**config.mk**
```make
export PLATFORM = sky130hd
export DESIGN_NAME = interfaz_alu
export DESIGN_NICKNAME = d
export VERILOG_FILES = /design/src/rtl/interfaz_alu.sv
export SDC_FILE = /design/constraint.sdc
export NUM_CORES = 1
export LEC_CHECK = 0
export ABC_CLOCK_PERIOD_IN_PS = 2050
export BUFFER_PORTS_ARGS = -buffer_cell sky130_fd_sc_hd__buf_4
export CORE_MARGIN = 2
export CORE_UTILIZATION = 25
export CTS_CLUSTER_DIAMETER = 120
export DETAILED_ROUTE_END_ITERATION = 7
export GPL_TIMING_DRIVEN = 0
export PLACE_DENSITY = 0.46
export SYNTH_ARGS = -nofsm -noshare
export SYNTH_HDL_FRONTEND = slang
export SYNTH_SLANG_ARGS = --single-unit
```
**constraint.sdc**
```tcl
create_clock -name clk -period 2.05 [get_ports clk]
set_input_delay 0.41 -clock clk [delete_from_list [all_inputs] [get_ports clk]]
set_output_delay 0.41 -clock clk [all_outputs]
set_load 0.05 [all_outputs]
```
**src/rtl/interfaz_alu.sv**
```systemverilog
// -----------------------------------------------------------------------------
// interfaz_alu
//
// Sequencer between a byte-serial receiver/transmitter pair and a
// combinational ALU. Three received bytes are collected in order (operand A,
// operand B, opcode) into registers that feed the ALU directly. One cycle
// later the ALU result is captured and handed to the transmitter with a
// single-cycle start pulse. The block then waits for the transmitter to
// finish before accepting the next operand set.
//
// Optional feature (macro INTF_TIMEOUT_EN):
//   When defined, an idle counter runs while waiting for operand B or the
//   opcode. If TIMEOUT_CYCLES cycles pass without a byte, the sequence is
//   abandoned, the block returns to S_A and timeout_err pulses for one cycle.
//   When undefined, no counter exists and timeout_err is tied to 0.
//
// Ports:
//   clk         in   system clock, rising edge
//   reset       in   asynchronous active-high reset
//   rx_data     in   received byte, valid while rx_done=1
//   rx_done     in   one-cycle pulse, new byte available
//   tx_done     in   one-cycle pulse, transmitter finished current byte
//   alu_result  in   combinational ALU result
//   buf_A       out  operand A register to the ALU
//   buf_B       out  operand B register to the ALU
//   buf_Op      out  opcode register to the ALU
//   tx_data     out  byte to transmit
//   tx_start    out  one-cycle transmit request
//   overrun     out  sticky flag, a byte arrived while transmitting
//   timeout_err out  one-cycle pulse on inter-byte timeout
//   state_dbg   out  current state encoding
// -----------------------------------------------------------------------------
module interfaz_alu #(
    parameter int NBITS          = 8,
    parameter int OP_BITS        = 6,
    parameter int TIMEOUT_CYCLES = 1000000
) (
    input  logic               clk,
    input  logic               reset,
    input  logic [NBITS-1:0]   rx_data,
    input  logic               rx_done,
    input  logic               tx_done,
    input  logic [NBITS-1:0]   alu_result,
    output logic [NBITS-1:0]   buf_A,
    output logic [NBITS-1:0]   buf_B,
    output logic [OP_BITS-1:0] buf_Op,
    output logic [NBITS-1:0]   tx_data,
    output logic               tx_start,
    output logic               overrun,
    output logic               timeout_err,
    output logic [2:0]         state_dbg
);

    localparam logic [2:0] S_A    = 3'd0;
    localparam logic [2:0] S_B    = 3'd1;
    localparam logic [2:0] S_OP   = 3'd2;
    localparam logic [2:0] S_SEND = 3'd3;
    localparam logic [2:0] S_WAIT = 3'd4;

    logic [2:0]         state_q,   state_d;
    logic [NBITS-1:0]   buf_a_q,   buf_a_d;
    logic [NBITS-1:0]   buf_b_q,   buf_b_d;
    logic [OP_BITS-1:0] buf_op_q,  buf_op_d;
    logic [NBITS-1:0]   tx_data_q, tx_data_d;
    logic               tx_start_q, tx_start_d;
    logic               overrun_q, overrun_d;

`ifdef INTF_TIMEOUT_EN
    localparam int CNT_W = (TIMEOUT_CYCLES > 1) ? $clog2(TIMEOUT_CYCLES) : 1;
    localparam logic [CNT_W-1:0] CNT_LAST = CNT_W'(TIMEOUT_CYCLES - 1);

    logic [CNT_W-1:0] cnt_q, cnt_d;
    logic             timeout_q, timeout_d;
`endif

    always_comb begin
        state_d    = state_q;
        buf_a_d    = buf_a_q;
        buf_b_d    = buf_b_q;
        buf_op_d   = buf_op_q;
        tx_data_d  = tx_data_q;
        tx_start_d = 1'b0;
        overrun_d  = overrun_q;
`ifdef INTF_TIMEOUT_EN
        // The counter defaults to zero, so it clears on every accepted byte,
        // on every state change and in every state that does not wait on rx.
        cnt_d      = '0;
        timeout_d  = 1'b0;
`endif

        case (state_q)
            S_A: begin
                if (rx_done) begin
                    buf_a_d = rx_data;
                    state_d = S_B;
                end
            end

            S_B: begin
                if (rx_done) begin
                    buf_b_d = rx_data;
                    state_d = S_OP;
                end
`ifdef INTF_TIMEOUT_EN
                else if (cnt_q == CNT_LAST) begin
                    state_d   = S_A;
                    timeout_d = 1'b1;
                end else begin
                    cnt_d = cnt_q + 1'b1;
                end
`endif
            end

            S_OP: begin
                if (rx_done) begin
                    buf_op_d = rx_data[OP_BITS-1:0];
                    state_d  = S_SEND;
                end
`ifdef INTF_TIMEOUT_EN
                else if (cnt_q == CNT_LAST) begin
                    state_d   = S_A;
                    timeout_d = 1'b1;
                end else begin
                    cnt_d = cnt_q + 1'b1;
                end
`endif
            end

            // Operands have been stable on the ALU for a full cycle, so the
            // result is sampled here and launched toward the transmitter.
            S_SEND: begin
                tx_data_d  = alu_result;
                tx_start_d = 1'b1;
                state_d    = S_WAIT;
                if (rx_done) begin
                    overrun_d = 1'b1;
                end
            end

            // A byte arriving here is dropped, even when tx_done coincides,
            // so S_A always starts from a fresh operand A.
            S_WAIT: begin
                if (rx_done) begin
                    overrun_d = 1'b1;
                end
                if (tx_done) begin
                    state_d = S_A;
                end
            end

            default: begin
                state_d = S_A;
            end
        endcase
    end

    always_ff @(posedge clk or posedge reset) begin
        if (reset) begin
            state_q    <= S_A;
            buf_a_q    <= '0;
            buf_b_q    <= '0;
            buf_op_q   <= '0;
            tx_data_q  <= '0;
            tx_start_q <= 1'b0;
            overrun_q  <= 1'b0;
        end else begin
            state_q    <= state_d;
            buf_a_q    <= buf_a_d;
            buf_b_q    <= buf_b_d;
            buf_op_q   <= buf_op_d;
            tx_data_q  <= tx_data_d;
            tx_start_q <= tx_start_d;
            overrun_q  <= overrun_d;
        end
    end

`ifdef INTF_TIMEOUT_EN
    always_ff @(posedge clk or posedge reset) begin
        if (reset) begin
            cnt_q     <= '0;
            timeout_q <= 1'b0;
        end else begin
            cnt_q     <= cnt_d;
            timeout_q <= timeout_d;
        end
    end

    assign timeout_err = timeout_q;
`else
    assign timeout_err = 1'b0;
`endif

    assign buf_A     = buf_a_q;
    assign buf_B     = buf_b_q;
    assign buf_Op    = buf_op_q;
    assign tx_data   = tx_data_q;
    assign tx_start  = tx_start_q;
    assign overrun   = overrun_q;
    assign state_dbg = state_q;

endmodule
```
== Yosys cells after proc, flatten, opt, wreduce, memory -nomap -nowiden ==
Cells that the tools add are included.

* Input bits: 20
* Word-level logic and storage cells: 28
* Output and inout bits: 36
* Register bits after elaboration: 35

* Multiplexer cells: 6
* Reduce and logical (&&, ||, !) cells: 7
* Equality and inequality tests: 8

{| class="wikitable"
|+ Operator list
! kind !! number
|-
| case mux 3 bit (5 select lines) || 1
|-
| 2-to-1 mux 3 bit || 4
|-
| inequality test 2 bit (second input constant) || 4
|-
| AND reduction 2 bit || 4
|-
| == test 3 x 2 -> 1 bit (second input constant) || 2
|-
| AND reduction 4 bit || 1
|-
| == test 3 x 1 -> 1 bit (second input constant) || 1
|-
| == test 3 bit (second input constant) || 1
|-
| zero test 3 bit || 1
|-
| OR reduction 2 bit || 1
|-
| 2-to-1 mux 1 bit || 1
|}

== Longest topological paths before layout ==
* Word-level depth: 3
* Depth in mapped cells: 4

== Worst setup path after synthesis ==
Ideal clock, no wire load.

* Path kind: reg-to-reg
* Start point: reg state_q[0] (netlist: state_dbg[0])
* End point: reg buf_a_q[0] (netlist: buf_A[0])
* Stages on the path, launching flop included: 4
* Data required time: 1.925 ns
* Library setup time: 0.125 ns
* Slack: 0.317 ns
* Data arrival time: 1.608 ns
* Buffers on the path: 1
* Clock period less this slack: 1.733 ns
* Cell sequence: dfrtp_1 > buf_6 > nor4b_4 > mux2_2

* Word-level cells in the longest chain between the ends: 2

{| class="wikitable"
|+ RTL lines
! item !! RTL line !! RTL
|-
| start: declaration || 60 || <nowiki>logic [2:0] state_q, state_d;</nowiki>
|-
| start signal: assignment || 167 || <nowiki>state_q <= state_d;</nowiki>
|-
| zero test 3 bit || 91 || <nowiki>case (state_q)</nowiki>
|-
| AND reduction 2 bit (no line) || n/a ||
|-
| end signal: assignment || 168 || <nowiki>buf_a_q <= buf_a_d;</nowiki>
|-
| end: declaration || 61 || <nowiki>logic [NBITS-1:0] buf_a_q, buf_a_d;</nowiki>
|}

Every way passes these cells.
A chain may end at the register's enable or synchronous reset.

== Worst setup path after layout ==
* Start point: reg state_q[0] (netlist: state_dbg[0])
* End point: reg buf_a_q[6] (netlist: buf_A[6])

The elaborated chain is that of the path after synthesis.

==> flow_metrics.env <==
export IMPL_ys_warn_count=0
export IMPL_ys_ff_latch=35
export IMPL_worst_slack_ns=0.395
export IMPL_fmax_mhz=604
export IMPL_post_cts_setup_buffer_count=0
export IMPL_stdcell_area_mm2=0.00196
export IMPL_area_growth_pct=41.6
export IMPL_route_vias_total=913
export IMPL_synth_area_leaders="dfrtp_1 63%, mux2_2 24%, and4bb_2 1.8%"
export IMPL_fp_row_count=27
export IMPL_die_area_mm2=0.00615
export IMPL_maxCapViolations=0
export IMPL_firstDrtPassIters=4
export IMPL_gp_congestion=0.708
export IMPL_drt_total_wl_um=3130
export IMPL_numCtsBuffers=5
export IMPL_route_detailed_drc=0
export IMPL_core_area_mm2=0.00544
export IMPL_criticalPathCategory="reg -> reg"
export IMPL_vias_per_cell=4.15
export IMPL_min_period_ns=1.65
export IMPL_finalCritPeriodShare_pct=80.7
export IMPL_detail_route_wl_per_cell_um=14.2
export IMPL_start_util_pct=25.5
export IMPL_grt_use_total_pct=11.2
export IMPL_ctsLongestPathBuffers=2
export IMPL_critPathMaxStageDelay_ns=0.59
export IMPL_grt_max_degree=36
export IMPL_ctsResizeCount=0
export IMPL_fp_dieH_um=78.4
export IMPL_synth_fp_nets=106
export IMPL_hold_buffers=0
export IMPL_grt_pass1_vias=1036
export IMPL_status="finished, final reports clean"
export IMPL_diodes=0
export IMPL_rsz0062_at_grt="no"
export IMPL_io_pins=56
export IMPL_overflow=0
export IMPL_report_final_slew_viol_count=0
export IMPL_synth_area_leader_cell="dfrtp_1"
export IMPL_synth_seq_area_share_pct=63.2
export IMPL_clock_skew_ns=0.00520
export IMPL_yosysMostFrequentCell="dfrtp_1"
export IMPL_die_x_um=78.4
export IMPL_syn_inst=86
export IMPL_antenna_found_initial=0
export IMPL_dpl_cell_area_mm2=0.00188
export IMPL_setup_violations=0
export IMPL_synth_async_sr_flop_share_pct=100
export IMPL_synth_edf_count=0
export IMPL_ant_nets=0
export IMPL_worst_slew_pin_slew_ns=0.733
export IMPL_tns_ns=0
export IMPL_cp_data_arrival_time_ns=1.81
export IMPL_synthDistinctLibCells=18
export IMPL_cp_slowest_cell="nor4b_4"
export IMPL_synth_area_mm2=0.00139
export IMPL_cp_max_fo=10
export IMPL_hpwlAfterDp_um=2290
export IMPL_cp_data_required_time_ns=2.21
export IMPL_worstSkewPairLatency_ns=0.28
export IMPL_yosysTopAreaCellShare_pct=63.2
export IMPL_yosys_most_used_dff="dfrtp_1"
export IMPL_synthTopCellsByCount="35 x dfrtp_1, 30 x mux2_2, 3 x buf_2"
export IMPL_numClockSinks=35
export IMPL_max_slew_margin_rel_pct=51.1
export IMPL_grt_pass1_wl_um=5150
export IMPL_final_nets=167
export IMPL_htreeDepth=2
export IMPL_clk_pin_slew_ns=0.07
export IMPL_io_buffers=54
export IMPL_avgSynthCellArea_um2=16.1
export IMPL_path_cells="buf_6 > nor4b_4 > mux2_2"
export IMPL_pre_cts_ws_ns=0.318
export IMPL_drive_gt1_share_pct=68.2
export IMPL_clock_root_buffer="clkbuf_8"
export IMPL_min_path_type="in -> async"
export IMPL_hold_violations=0
export IMPL_fill_cells=531
export IMPL_crit_path_end_kind="register"
export IMPL_drt_iter0_drc=37
export IMPL_cts_tree="built"
export IMPL_critPathLaunchType="register"
## sequential cells by signal, indices dropped and copies added (netlist names)
name / count
buf_A: 8
tx_data: 8
state_dbg: 3
buf_Op: 6
buf_B: 8
tx_start: 1
overrun: 1
## metrics by stage
step,cells,hold WS (ns),utilization (%)
2_1_floorplan,86,0.534,-
3_3_place_gp,212,0.452,34.6
3_5_place_dp,212,0.458,34.6
4_1_cts,220,0.351,36.1
5_1_grt,220,0.325,36.1
6_report,220,0.260,36.1
## worst paths after layout
check,to,slack (ns),from,cells after the start
hold / removal,buf_B[7],0.26,reset,2
min in group clk,tx_data[5],0.36,alu_result[5],2
hold reg to reg,overrun,0.47,overrun,1
setup / recovery,buf_A[6],0.40,state_dbg[0],3
setup reg to reg,buf_A[6],0.40,state_dbg[0],3
max in group asynchronous,buf_B[3],1.32,reset,2
## routing by layer
layer	vias to the layer above	wire length [µm]	GRT usage, %
li1	425	-	-
met1	456	1170	12.0
met2	25	1690	19.4
met3	7	191	4.48
met4	0	70	4.74
met5	-	0	0
## cell usage in the layout, fill, tap and decap left out, types with 2 or more instances in the layout
master    count
buf_2         3
dfrtp_1      35
nand2b_1      2
a21oi_1       2
clkbuf_1      2
buf_4        55
and4bb_2      2
mux2_2       30
clkbuf_8      5
## layout make-up
cell class                 count  area [µm²]  area share, %
buffer                         5        33.8           1.72
clock buffer                   7        76.3           3.89
clock inverter                 1        5.00          0.255
inverter                       1        3.75          0.191
multi-input combinational     45         472           24.0
sequential                    35         876           44.6
tap                           72        90.1           4.59
timing repair buffer          54         405           20.7
## worst max-delay path, delay by kind of cell, from the launching register on
family	cells	cell delay [ns]
simple gates	1	0.59
mux	1	0.41
buf+inv	1	0.14
flops	1	0.39
## kinds of logic (layout without fill, tap and decap cells)
| kind of cell | after synthesis | in the layout | share of synthesized area [%] |
|---|---|---|---|
| DFF | 35 | 35 | 63.2 |
| muxes | 30 | 30 | 24.4 |
| and+or+nand+nor | 11 | 11 | 8.04 |
| buffers and inverters | 6 | 68 | 2.71 |
| AOI/OAI and AO/OA | 3 | 3 | 1.36 |
| other | 1 | 1 | 0.271 |
Power is not shown: default switching activity piles up to over one toggle a cycle in this logic, so the estimate is an artifact.
